<file path="src/rtl/nibble_serial_adder_ctrl.sv">
// Serial W-bit adder controller: feeds one nibble per cycle to an external
// 4-bit adder, collects the sum from the top, and reports carry and overflow.
module nibble_serial_adder_ctrl #(
    parameter int NIBBLES = 4
) (
    input  logic                   clk,
    input  logic                   rst,
    input  logic [4*NIBBLES-1:0]   op_a,
    input  logic [4*NIBBLES-1:0]   op_b,
    input  logic                   cin,
    input  logic                   in_valid,
    output logic                   in_ready,
    output logic [4*NIBBLES-1:0]   sum,
    output logic                   cout,
    output logic                   ovf,
    output logic                   out_valid,
    input  logic                   out_ready,
    output logic [3:0]             add_a,
    output logic [3:0]             add_b,
    output logic                   add_cin,
    input  logic [3:0]             add_s,
    input  logic                   add_cout,
    input  logic                   add_c3,
    output logic [1:0]             state_dbg
);

    localparam int W  = 4 * NIBBLES;
    localparam int CW = $clog2(NIBBLES);
    localparam logic [CW-1:0] LAST = CW'(NIBBLES - 1);

    // Handshakes: a transfer happens on a rising edge where valid and ready
    // are both 1; in_ready is high only in IDLE, out_valid only in DONE.
    typedef enum logic [1:0] {
        IDLE = 2'd0,
        RUN  = 2'd1,
        DONE = 2'd2
    } state_t;

    state_t          state;
    logic [W-1:0]    a_sh;
    logic [W-1:0]    b_sh;
    logic [W-1:0]    res;
    logic            carry;
    logic [CW-1:0]   cnt;

    // Operand registers drain to zero after the final shift and carry is
    // cleared on exit from RUN, so the adder inputs are 0 outside RUN.
    assign add_a     = a_sh[3:0];
    assign add_b     = b_sh[3:0];
    assign add_cin   = carry;
    assign state_dbg = state;

    always_ff @(posedge clk or posedge rst) begin
        if (rst) begin
            state     <= IDLE;
            in_ready  <= 1'b1;
            out_valid <= 1'b0;
            a_sh      <= '0;
            b_sh      <= '0;
            res       <= '0;
            carry     <= 1'b0;
            cnt       <= '0;
            sum       <= '0;
            cout      <= 1'b0;
            ovf       <= 1'b0;
        end else begin
            case (state)
                IDLE: begin
                    if (in_valid) begin
                        a_sh     <= op_a;
                        b_sh     <= op_b;
                        carry    <= cin;
                        cnt      <= '0;
                        res      <= '0;
                        state    <= RUN;
                        in_ready <= 1'b0;
                    end
                end
                RUN: begin
                    res  <= {add_s, res[W-1:4]};
                    a_sh <= a_sh >> 4;
                    b_sh <= b_sh >> 4;
                    if (cnt == LAST) begin
                        sum       <= {add_s, res[W-1:4]};
                        cout      <= add_cout;
                        ovf       <= add_cout ^ add_c3;
                        carry     <= 1'b0;
                        cnt       <= '0;
                        state     <= DONE;
                        out_valid <= 1'b1;
                    end else begin
                        carry <= add_cout;
                        cnt   <= cnt + CW'(1);
                    end
                end
                DONE: begin
                    if (out_ready) begin
                        state     <= IDLE;
                        out_valid <= 1'b0;
                        in_ready  <= 1'b1;
                    end
                end
                default: begin
                    state     <= IDLE;
                    in_ready  <= 1'b1;
                    out_valid <= 1'b0;
                end
            endcase
        end
    end

endmodule

</file>
<file path="config.mk">
export PLATFORM = sky130hd
export DESIGN_NAME = nibble_serial_adder_ctrl
export DESIGN_NICKNAME = d
export VERILOG_FILES = /design/src/rtl/nibble_serial_adder_ctrl.sv
export SDC_FILE = /design/constraint.sdc
export NUM_CORES = 1
export LEC_CHECK = 0
export BUFFER_PORTS_ARGS = -buffer_cell sky130_fd_sc_hd__buf_2
export CORE_MARGIN = 3
export CORE_UTILIZATION = 57
export DETAILED_ROUTE_END_ITERATION = 8
export HOLD_SLACK_MARGIN = 0.1
export MAX_ROUTING_LAYER = met4
export PLACE_DENSITY = 0.95
export SYNTH_ARGS = -nofsm -noshare
export SYNTH_HDL_FRONTEND = slang
export SYNTH_SLANG_ARGS = --single-unit
export TNS_END_PERCENT = 30
</file>
<file path="constraint.sdc">
create_clock -name clk -period 4.58 [get_ports clk]
set_input_delay 0.687 -clock clk [delete_from_list [all_inputs] [get_ports clk]]
set_output_delay 0.687 -clock clk [all_outputs]
set_load 0.01 [all_outputs]
</file>
==> Word level (Yosys, flattened, before mapping) <==
Cells that the tools add are included.
{ "classes": {"n_addsub": 1, "n_eq_ne": 6, "n_mux": 22, "bitwise_logic": 3, "reduce_logical": 7} }
{ "ops": {"columns": ["op", "n"], "rows": [
  ["16-bit case mux with 2 select lines", 3],
  ["16-bit two-way mux", 3],
  ["2-bit two-way mux", 5],
  ["3-bit AND reduction", 3],
  ["1-bit two-way mux", 6],
  ["2-bit != test (second input constant)", 3],
  ["1-bit case mux with 3 select lines", 2],
  ["2-bit case mux with 3 select lines", 1],
  ["2-bit equality test (second input constant)", 2],
  ["2-bit case mux with 2 select lines", 1],
  ["2-bit AND reduction", 2],
  ["2-bit by 1-bit adder with 2-bit output (second input constant)", 1],
  ["2-bit by 1-bit equality test with 1-bit output (second input constant)", 1],
  ["2-bit zero test", 1],
  ["1-bit inverter", 2],
  ["1-bit case mux with 2 select lines", 1],
  ["2-bit nonzero test", 1],
  ["1-bit bitwise XOR", 1]
]} }
{ "totals": {"input_bits": 43, "elab_cells": 50, "reg_bits": 73} }

==> Logic depth before layout (Yosys ltp) <==
Gate-level depths: netlist (run 1).
{ "depth": {"word_depth": 3, "mapped_depth": 6} }

==> Worst setup path after synthesis (run 1) <==
OpenSTA, ideal clock, no wires.
{ "synth_path": {"path_kind": "input to register", "from": "input in_valid", "to": "register carry, in the netlist add_cin", "stages": 5, "path_slack_ps": 3072, "setup_ps": 137, "arrival_ps": 1371, "cell_sequence": "buf_4 buf_4 buf_2 o22ai_1 a21oi_1"} }
{ "synth_between": {"elab_chain_cells": 2} }
{ "synth_rtl": {"columns": ["element", "line", "text"], "rows": [
  ["start, declared", "11", "input logic in_valid,"],
  ["2-bit != test (no source line)", null, null],
  ["2-bit AND reduction (no source line)", null, null],
  ["end signal, assigned", "72", "carry <= cin;"],
  ["end signal, assigned", "92", "carry <= add_cout;"],
  ["end, declared", "43", "logic carry;"]
]} }
Every way passes these cells.
A chain may end at the register's enable or synchronous reset.

==> Final worst setup path (run 1) <==
{ "layout_path": {"from": "input in_valid", "to": "register b_sh[9]"} }
{ "layout_between": {"elab_chain_cells": 2} }
{ "layout_rtl": {"columns": ["element", "line", "text"], "rows": [
  ["2-bit != test (no source line)", null, null],
  ["2-bit AND reduction (no source line)", null, null],
  ["end signal, assigned", "71", "b_sh <= op_b;"],
  ["end signal, assigned", "82", "b_sh <= b_sh >> 4;"],
  ["end, declared", "41", "logic [W-1:0] b_sh;"]
]} }
Every way passes these cells.

==> results.json, run 1 <==
{
  "numCtsBuffers": 9,
  "placement.cell_area_um2": 3319,
  "coreArea_um2": 5140,
  "root_buffer": "clkbuf_8",
  "timing.max_cap.violations": 0,
  "final_area_um2": 3567,
  "ir_drop_mv": 0.3762,
  "place.gp.congestion": 0.8147,
  "synth.most_common_cell": "dfrtp_1",
  "post_cts_buffers": 0,
  "wl_um": 7034,
  "synth_edf_count": 0,
  "hp-class": "reg2reg",
  "async_flop_share_pct": 100.0,
  "critPathBufInv": 1,
  "intPower_uw": 1716,
  "ys_ff_latch": 69,
  "power_leakage_uw": 0.001693,
  "antenna_found_initial": 0,
  "num_io_pins": 74,
  "final_util_pct": 69.40,
  "synth_xor_area_share_pct": 0.2861,
  "grt_max_degree": 70,
  "synth_top_family_by_area": "compound AO/OA/AOI/OAI gates",
  "synthCells": 263,
  "outcome": "finished, final reports clean",
  "clk_pin_slew_worst_paths_ns": 0.07,
  "track_usage_pct": 24.57,
  "hold_buffers": 0,
  "drtIter0Drc": 287,
  "cts_tree": "built",
  "start_kind": "primary input",
  "slew_headroom_pct": 34.50,
  "crit_chain": "buf_2 -> nand2b_1 -> o22ai_1 -> a21oi_1",
  "power_switching_uw": 968.4,
  "postRouteAntennaNets": 0,
  "synth_common_cells": "dfrtp_1 (68), o22ai_1 (50), a21oi_1 (36)",
  "layout_setup_ws_ns": 2.403,
  "start_util_pct": 59.57,
  "period_needed_ns": 2.177,
  "fin_crit_sh_pct": 47.53,
  "row_count": 26,
  "yosys.area_share.adder_pct": 0.4087,
  "crit_path_end_kind": "flip-flop",
  "syn-mean-instance-area_um2": 11.64,
  "switching_share_pct": 36.08,
  "grt_setup_unrepaired": "false",
  "critical-path-max-stage-delay_ns": 0.70,
  "tightest_slew_ns": 0.9825,
  "pwr-share-seq_pct": 42.1,
  "clock_skew_ns": 0.008747,
  "setup_viol": 0,
  "synth_compound_area_share_pct": 22.48,
  "die_h_um": 79.29,
  "grt_pass1_wl_um": 11530,
  "yosysTopAreaCellShare_pct": 55.58,
  "cts_sinks": 69,
  "yosysWarnings": 0,
  "die_w_um": 79.29,
  "synthSimpleGateAreaFrac_pct": 4.822,
  "synth_cell_type_count": 24,
  "port_buffers": 73,
  "cp_slowest_cell": "nand2b_1",
  "grt_overflow": 0,
  "cts_buffer_depth": 2,
  "fin_cells": 394,
  "finalNetCount": 363,
  "tns_ns": 0,
  "dp_slack_ns": 2.102,
  "p_per_area_nw_per_um2": 752.4,
  "viasPerCell": 5.949,
  "clkPwrFrac_pct": 22.5,
  "path_max_fanout": 37,
  "clkLatencyLatePin_ns": 0.34,
  "p_comb_share_pct": 35.4,
  "synth_seq_area_share_pct": 56.44,
  "dpl.hpwl_um": 4500,
  "netlist_area_um2": 3062,
  "drt-pass1-iter-count": 5,
  "synth_top_area_cell": "dfrtp_1",
  "htree_levels": 3,
  "route.detailed.drc": 0,
  "synthMuxAreaShare_pct": 8.337,
  "crit_type": "in2reg",
  "syn_nets": 307,
  "antennaDiodeCount": 0,
  "place_inst": 378,
  "num_vias": 2344,
  "max_clock_freq_mhz": 459.4,
  "synth.area.top_cells": "dfrtp_1 (56%), o22ai_1 (10%), mux2_4 (8.3%)",
  "layout-drive-gt1-share_pct": 34.88,
  "cp.arrival_ns": 2.37,
  "area_growth_pct": 16.51,
  "slew_violations": 0,
  "cts_resized": 0,
  "finalHoldViolations": 0,
  "dieArea_um2": 6287,
  "synthFlopType": "dfrtp_1",
  "grt_pass1_vias": 2248,
  "drt-wirelength-per-cell_um": 17.85,
  "worstPathRequired_ns": 4.78,
  "cp_top_family": "simple AND/OR/NAND/NOR gates"
}
## cells in the final DEF (no fill, tap or decap), drive strengths merged
master    count
nor2          4
nand2b        2
a21oi        36
clkbuf       10
o21ai        11
nand2        11
xnor2         1
clkinvlp      2
o31ai         2
mux2         17
clkinv        2
bufinv        3
dfstp         1
nor2b        11
ha            1
o21bai        1
buf          75
nand3b        1
inv           2
o22ai        50
dfrtp        68
a22o         13
## state kept, by name (all words and copies together) (netlist names)
register,count
a_sh,16
add_cin,1
b_sh,16
cnt,2
cout,1
in_ready,1
out_valid,1
ovf,1
res,12
state_dbg,2
sum,16
## through the flow
stage / total power (uW) / hold slack [ns]
finish: 2684 / 0.5032
detailed placement: 2068 / 0.4878
global placement: 1995 / 0.4598
CTS: 2685 / 0.5059
global route: 2848 / 0.5326
floorplan: 1858 / 0.4578
## power groups by stage
stage	clock, uW	sequential, uW	combinational (uW)
2_1_floorplan	0	1100	761
3_3_place_gp	0	1110	890
3_5_place_dp	0	1130	937
4_1_cts	610	1130	949
5_1_grt	641	1170	1040
6_report	605	1130	949
## per-layer routing
metal  part of all wire, %  up-vias  GRT usage, %
met5                     0        -             -
met4                   2.4        0         10.48
met3                   6.1       14         5.329
met2                    48       98         35.44
met1                    43     1146         33.89
li1                      -     1086             -
## final timing paths
path / from / endpoint / slack, ns / cells after the start
max in group asynchronous: rst / res[14]$_DFFE_PP0P_ / 3.44 / 3
min reg2reg: sum[15]$_DFFE_PP0P_ / sum[15]$_DFFE_PP0P_ / 0.50 / 1
min: sum[15]$_DFFE_PP0P_ / sum[15]$_DFFE_PP0P_ / 0.50 / 1
max reg2reg: state_dbg[1]$_DFFE_PP0P_ / b_sh[8]$_DFFE_PP0P_ / 2.46 / 3
max: in_valid / b_sh[9]$_DFFE_PP0P_ / 2.40 / 4
min in group asynchronous: rst / cout$_DFFE_PP0P_ / 0.59 / 3
## layout make-up
cell class / count / area (um^2)
flip-flops and latches: 69 / 1728
clock inverters: 6 / 110.1
repair buffers: 75 / 380.4
multi-input cells: 161 / 1112
well taps: 70 / 87.58
clock buffers: 10 / 137.6
inverters: 3 / 11.26
fillers: 398 / 1573
## cells by family after synthesis
kind of cell	Yosys count
compound gates	113
flops	69
buf+inv	33
simple gates	29
mux	17
xor+xnor	1
fa+ha+maj	1
(Power assumes the default switching activity.)
==> run 2: changes to the inputs <==
--- a/config.mk
+++ b/config.mk
@@ -7,11 +7,11 @@
 export LEC_CHECK = 0
 export BUFFER_PORTS_ARGS = -buffer_cell sky130_fd_sc_hd__buf_2
 export CORE_MARGIN = 3
-export CORE_UTILIZATION = 57
+export CORE_UTILIZATION = 48
 export DETAILED_ROUTE_END_ITERATION = 8
 export HOLD_SLACK_MARGIN = 0.1
 export MAX_ROUTING_LAYER = met4
-export PLACE_DENSITY = 0.95
+export PLACE_DENSITY = 0.87
 export SYNTH_ARGS = -nofsm -noshare
 export SYNTH_HDL_FRONTEND = slang
 export SYNTH_SLANG_ARGS = --single-unit
==> constraint.sdc (replaced) <==
create_clock -name clk -period 1.9 [get_ports clk]
set_input_delay 0.285 -clock clk [delete_from_list [all_inputs] [get_ports clk]]
set_output_delay 0.285 -clock clk [all_outputs]
set_load 0.01 [all_outputs]
==> run 2 against run 1 <==
  * Power increased by 130%
  * Clock power increased by 98%
  * Wire length decreased by 1.7%
  * Via count increased by 0.94%
  * Sequential share of layout area decreased by 0.93 points
  * Critical path depth unchanged
  * Largest cell class unchanged
  * Setup slack got worse by 2.0 ns
  * First-iteration DRC count decreased by 8.4%
==> results.json, run 2 (synthesis results as in run 1) <==
{
  "antennaDiodeCount": 0,
  "critical-path-max-stage-delay_ns": 0.48,
  "hp-class": "in2reg",
  "path_max_fanout": 10,
  "dieArea_um2": 7373,
  "fin_crit_sh_pct": 80.67,
  "finalHoldViolations": 0,
  "cts_sinks": 69,
  "cp_slowest_cell": "dfrtp_1",
  "most-common-layout-cells": "buf_2 (73), dfrtp_1 (68), o22ai_1 (50), a21oi_1 (36), mux2_4 (17)",
  "slew_headroom_pct": 61.21,
  "hp-start": "out_ready",
  "coreArea_um2": 6061,
  "dpl.hpwl_um": 4768,
  "grt_setup_unrepaired": "false",
  "die_h_um": 85.87,
  "wl_um": 6916,
  "clkLatencyLatePin_ns": 0.34,
  "start_util_pct": 50.52,
  "ir_drop_mv": 0.8957,
  "cts_tree": "built",
  "root_buffer": "clkbuf_8",
  "tns_ns": 0,
  "worstPathRequired_ns": 2.15,
  "antenna_found_initial": 0,
  "num_vias": 2366,
  "viasPerCell": 5.785,
  "largestRegisters": "a_sh: 16 flops, b_sh: 16 flops, sum: 16 flops",
  "timing.max_cap.violations": 0,
  "reg2reg_from": "state_dbg[1]$_DFFE_PP0P_",
  "start_kind": "flip-flop",
  "die_w_um": 85.87,
  "p_per_area_nw_per_um2": 1734,
  "grt_max_degree": 70,
  "grt_pass1_wl_um": 11560,
  "drtIter0Drc": 263,
  "crit_type": "reg2reg",
  "port_buffers": 73,
  "grt_pass1_vias": 2354,
  "layout_commonest_cell": "buf_2",
  "route.detailed.drc": 0,
  "max_clock_freq_mhz": 652.4,
  "dr.max_layer_used": "met4",
  "num_io_pins": 74,
  "outcome": "finished, final reports clean",
  "finalNetCount": 373,
  "fin_total_pwr_uw": 6308,
  "wl_met1_um": 3019,
  "met3_length_um": 393,
  "slew_violations": 0,
  "numCtsBuffers": 9,
  "power_leakage_uw": 0.001729,
  "period_needed_ns": 1.533,
  "postRouteAntennaNets": 0,
  "crit_path_end_kind": "flip-flop",
  "cts_buffer_depth": 2,
  "row_count": 28,
  "met2_wirelength_um": 3342,
  "htree_levels": 3,
  "cp.arrival_ns": 1.79,
  "layout-drive-gt1-share_pct": 36.53,
  "clock_skew_ns": 0.005087,
  "clk_pin_slew_worst_paths_ns": 0.07,
  "tightest_slew_ns": 0.5812,
  "grt_overflow": 0,
  "place.gp.congestion": 0.8069,
  "track_usage_pct": 20.49,
  "post_cts_buffers": 0,
  "area_growth_pct": 18.80,
  "worstSetupStartpoint": "state_dbg[1]$_DFFE_PP0P_",
  "drt-wirelength-per-cell_um": 16.91,
  "setup_viol": 0,
  "crit_chain": "buf_4 -> nor2b_1 -> a21oi_1 -> o21ai_0",
  "drt-pass1-iter-count": 4
}
run 2: cell types whose count changed in the layout (fill, tap and decap cells not counted), sizes merged:
cell	before	now
clkbuf	10	9
buf	75	84
dlygate4sd3	0	1
inv	2	3
bufinv	3	1
clkinv	2	4
run 2: layer usage:
metal / vias up / global-route usage [%]
met3: 13 / 3.266
met5: - / -
met1: 1157 / 28.15
li1: 1107 / -
met4: 0 / 9.065
met2: 89 / 30.13
run 2: what timing repair did:
action	in CTS	in global routing
hold buffers	1	0
hold endpoints to repair	68	0
resized for setup	0	0
run 2: cell type report:
class,instances,area [um^2]
clock inverter,7,81.33
clock buffer,9,123.9
timing repair buffer,85,483.0
sequential,69,1728
multi-input combinational,161,1112
inverter,3,15.01
fill,477,2424
tap,75,93.84
run 2: power breakdown:
group	internal, uW	switching, uW	leakage [uW]
logic	1180	1260	0.000781
clock network	621	582	0.000100
registers	2150	516	0.000848
run 2: metrics by stage:
| step | worst slack [ns] | utilization (%) | cells | hold WS (ns) | instance area (um^2) |
|---|---|---|---|---|---|
| 2_1_floorplan | 0.5498 | - | 263 | 0.3713 | 3065 |
| 4_1_cts | 0.3802 | 60.01 | 409 | 0.1463 | 3637 |
| 5_1_grt | 0.2252 | 60.01 | 409 | 0.1492 | 3637 |
| 6_report | 0.3673 | 60.01 | 409 | 0.1565 | 3637 |
| 3_3_place_gp | 0.4641 | 56.46 | 392 | 0.4106 | 3422 |
| 3_5_place_dp | 0.4016 | 56.46 | 392 | 0.4111 | 3422 |
run 2: worst paths after layout:
| path | to | slack (ns) | cells past startpoint |
|---|---|---|---|
| max | a_sh[12]$_DFFE_PP0P_ | 0.37 | 4 |
| min | state_dbg[1]$_DFFE_PP0P_ | 0.16 | 2 |
| max reg2reg | a_sh[12]$_DFFE_PP0P_ | 0.37 | 4 |
| min reg2reg | in_ready$_DFFE_PP1P_ | 0.50 | 2 |
| max in group asynchronous | in_ready$_DFFE_PP1P_ | 1.02 | 4 |
| min in group asynchronous | res[15]$_DFFE_PP0P_ | 0.58 | 4 |
run 2: worst max-delay path: cells and delay by family (launching register included):
family / cells / cell delay [ns]
AO/OA/AOI/OAI: 2 / 0.32
buffers and inverters: 1 / 0.21
flip-flops: 1 / 0.48
AND/OR/NAND/NOR: 1 / 0.43
==> run 3: changes to the inputs <==
==> constraint.sdc (replaced) <==
create_clock -name clk -period 1.35 [get_ports clk]
set_input_delay 0.2025 -clock clk [delete_from_list [all_inputs] [get_ports clk]]
set_output_delay 0.2025 -clock clk [all_outputs]
set_load 0.01 [all_outputs]
==> run 3 against run 2 <==
  * The run now ends with negative setup slack left
  * Register-to-register slack got worse by 0.42 ns
  * Clock power rose by 57%
  * Global-route usage rose by 0.68 points
  * Final area rose by 5.7%
  * Wire length rose by 7.4%
  * Utilization rose by 3.4 points
  * Critical path depth rose by 1
  * Critical endpoint is now sum[13]$_DFFE_PP0P_
  * Largest cell class unchanged
  * Highest routed layer unchanged
==> results.json, run 3 (synthesis results as in run 1) <==
{
  "htree_levels": 3,
  "row_count": 28,
  "fillCellCount": 466,
  "num_io_pins": 74,
  "layout-drive-gt1-share_pct": 39.54,
  "hp-start": "add_s[3]",
  "grt_pass1_vias": 2355,
  "die_h_um": 85.87,
  "cts_buffer_depth": 2,
  "slew_violations": 0,
  "finalNetCount": 388,
  "grt_pass1_wl_um": 11830,
  "hold-worst-slack_ns": 0.1069,
  "crit_type": "reg2reg",
  "die_w_um": 85.87,
  "outcome": "complete, but fails checks",
  "grt_setup_unrepaired": "true",
  "final_util_pct": 63.42,
  "grt_max_degree": 70,
  "final_area_um2": 3844,
  "numCtsBuffers": 9,
  "cts_tree": "built",
  "placement.cell_area_um2": 3507,
  "root_buffer": "clkbuf_8",
  "place.gp.congestion": 0.7880,
  "drt-wirelength-per-cell_um": 17.52,
  "clock_skew_ns": 0.01058,
  "clk_pin_slew_worst_paths_ns": 0.07,
  "timing.max_cap.violations": 0,
  "path_max_fanout": 4,
  "cp.arrival_ns": 1.64,
  "viasPerCell": 5.632,
  "cts_sinks": 69,
  "power_leakage_uw": 0.001834,
  "drt-pass1-iter-count": 4,
  "crit_path_end_kind": "flip-flop",
  "period_needed_ns": 1.407,
  "num_vias": 2388,
  "coreArea_um2": 6061,
  "dpl.hpwl_um": 4801,
  "antenna_found_initial": 0,
  "clkLatencyLatePin_ns": 0.35,
  "area_growth_pct": 25.54,
  "start_kind": "flip-flop",
  "port_buffers": 73,
  "violations": "negative setup slack",
  "track_usage_pct": 21.17,
  "grt_overflow": 0,
  "ir_drop_mv": 1.145,
  "postRouteAntennaNets": 0,
  "antennaDiodeCount": 0,
  "route.detailed.drc": 0,
  "fin_total_pwr_uw": 9448,
  "layout_commonest_cell": "buf_2",
  "wl_um": 7427,
  "most-common-layout-cells": "buf_2 (73), dfrtp_1 (67), o22ai_1 (49), a21oi_1 (36), mux2_4 (17)",
  "dieArea_um2": 7373,
  "dp_slack_ns": -0.02979,
  "fin_crit_sh_pct": 104.2,
  "tightest_slew_ns": 0.6423,
  "p_per_area_nw_per_um2": 2458,
  "start_util_pct": 50.52,
  "reg2reg_from": "cnt[0]$_DFFE_PP0P_",
  "max_clock_freq_mhz": 710.7,
  "setup_viol": 11,
  "drtIter0Drc": 211,
  "layout_setup_ws_ns": -0.05711,
  "slew_headroom_pct": 57.15,
  "worstPathRequired_ns": 1.58,
  "worstSetupStartpoint": "cnt[0]$_DFFE_PP0P_",
  "finalHoldViolations": 0,
  "hp-class": "in2reg",
  "largestRegisters": "a_sh: 16 flops, b_sh: 16 flops, sum: 16 flops"
}
[run 3: cell count changes in the layout (fill, tap and decap cells not counted), sizes merged]
cell	delta
buf	+11
dlygate4sd3	+3
clkbuf	+2
inv	-2
bufinv	+1
[run 3: what timing repair did]
action                                  CTS  global route
hold endpoints to repair                 71             0
gates cloned                              1             1
endpoints found under the setup margin   15            34
resized for setup                         1             7
setup buffers                             3             0
pin swaps                                 0             1
hold buffers                              4             0
[run 3: through the flow]
stage,instances,TNS (ns)
floorplan,263,-0.001750
global placement,400,0
detailed placement,400,-0.3502
CTS,424,-0.1802
global route,424,-1.060
finish,424,-0.4905
[run 3: worst max-delay path, stage by stage, from the launching register on]
cell and delay [ns]:
dfrtp_1 0.40, ha_2 0.18, nand3b_1 0.14, buf_6 0.15
clkbuf_16 0.14, mux2_4 0.29
[run 3: path summary, 6_finish.rpt]
kind	end	slack [ns]	depth (start not counted)
min in group asynchronous	res[15]$_DFFE_PP0P_	0.49	4
worst min-delay path	res[15]$_DFFE_PP0P_	0.11	2
worst max register to register	sum[13]$_DFFE_PP0P_	-0.06	5
worst max-delay path	sum[13]$_DFFE_PP0P_	-0.06	5
worst min register to register	in_ready$_DFFE_PP1P_	0.50	2
max in group asynchronous	in_ready$_DFFE_PP1P_	0.53	4
[run 3: area by class of cell]
type	count	area, um^2	share of cell area (%)
tap	75	93.84	2.441
timing repair buffer	100	653.1	16.99
multi-input combinational	161	1129	29.36
clock buffer	10	137.6	3.581
clock inverter	6	86.33	2.246
sequential	69	1729	44.99
inverter	3	15.01	0.3906
[run 3: layer usage]
| metal | share of wire [%] | GRT usage, % |
|---|---|---|
| met1 | 45 | 28.99 |
| met2 | 49 | 30.90 |
| met3 | 4.5 | 3.554 |
| met4 | 1.8 | 9.640 |
| met5 | 0 | - |
[run 3: where the power goes]
| part | switching, uW | internal [uW] | total [uW] | leakage, uW |
|---|---|---|---|---|
| clock network | 790 | 1090 | 1880 | 0.000112 |
| logic | 1880 | 1930 | 3810 | 0.000875 |
| registers | 729 | 3030 | 3760 | 0.000847 |
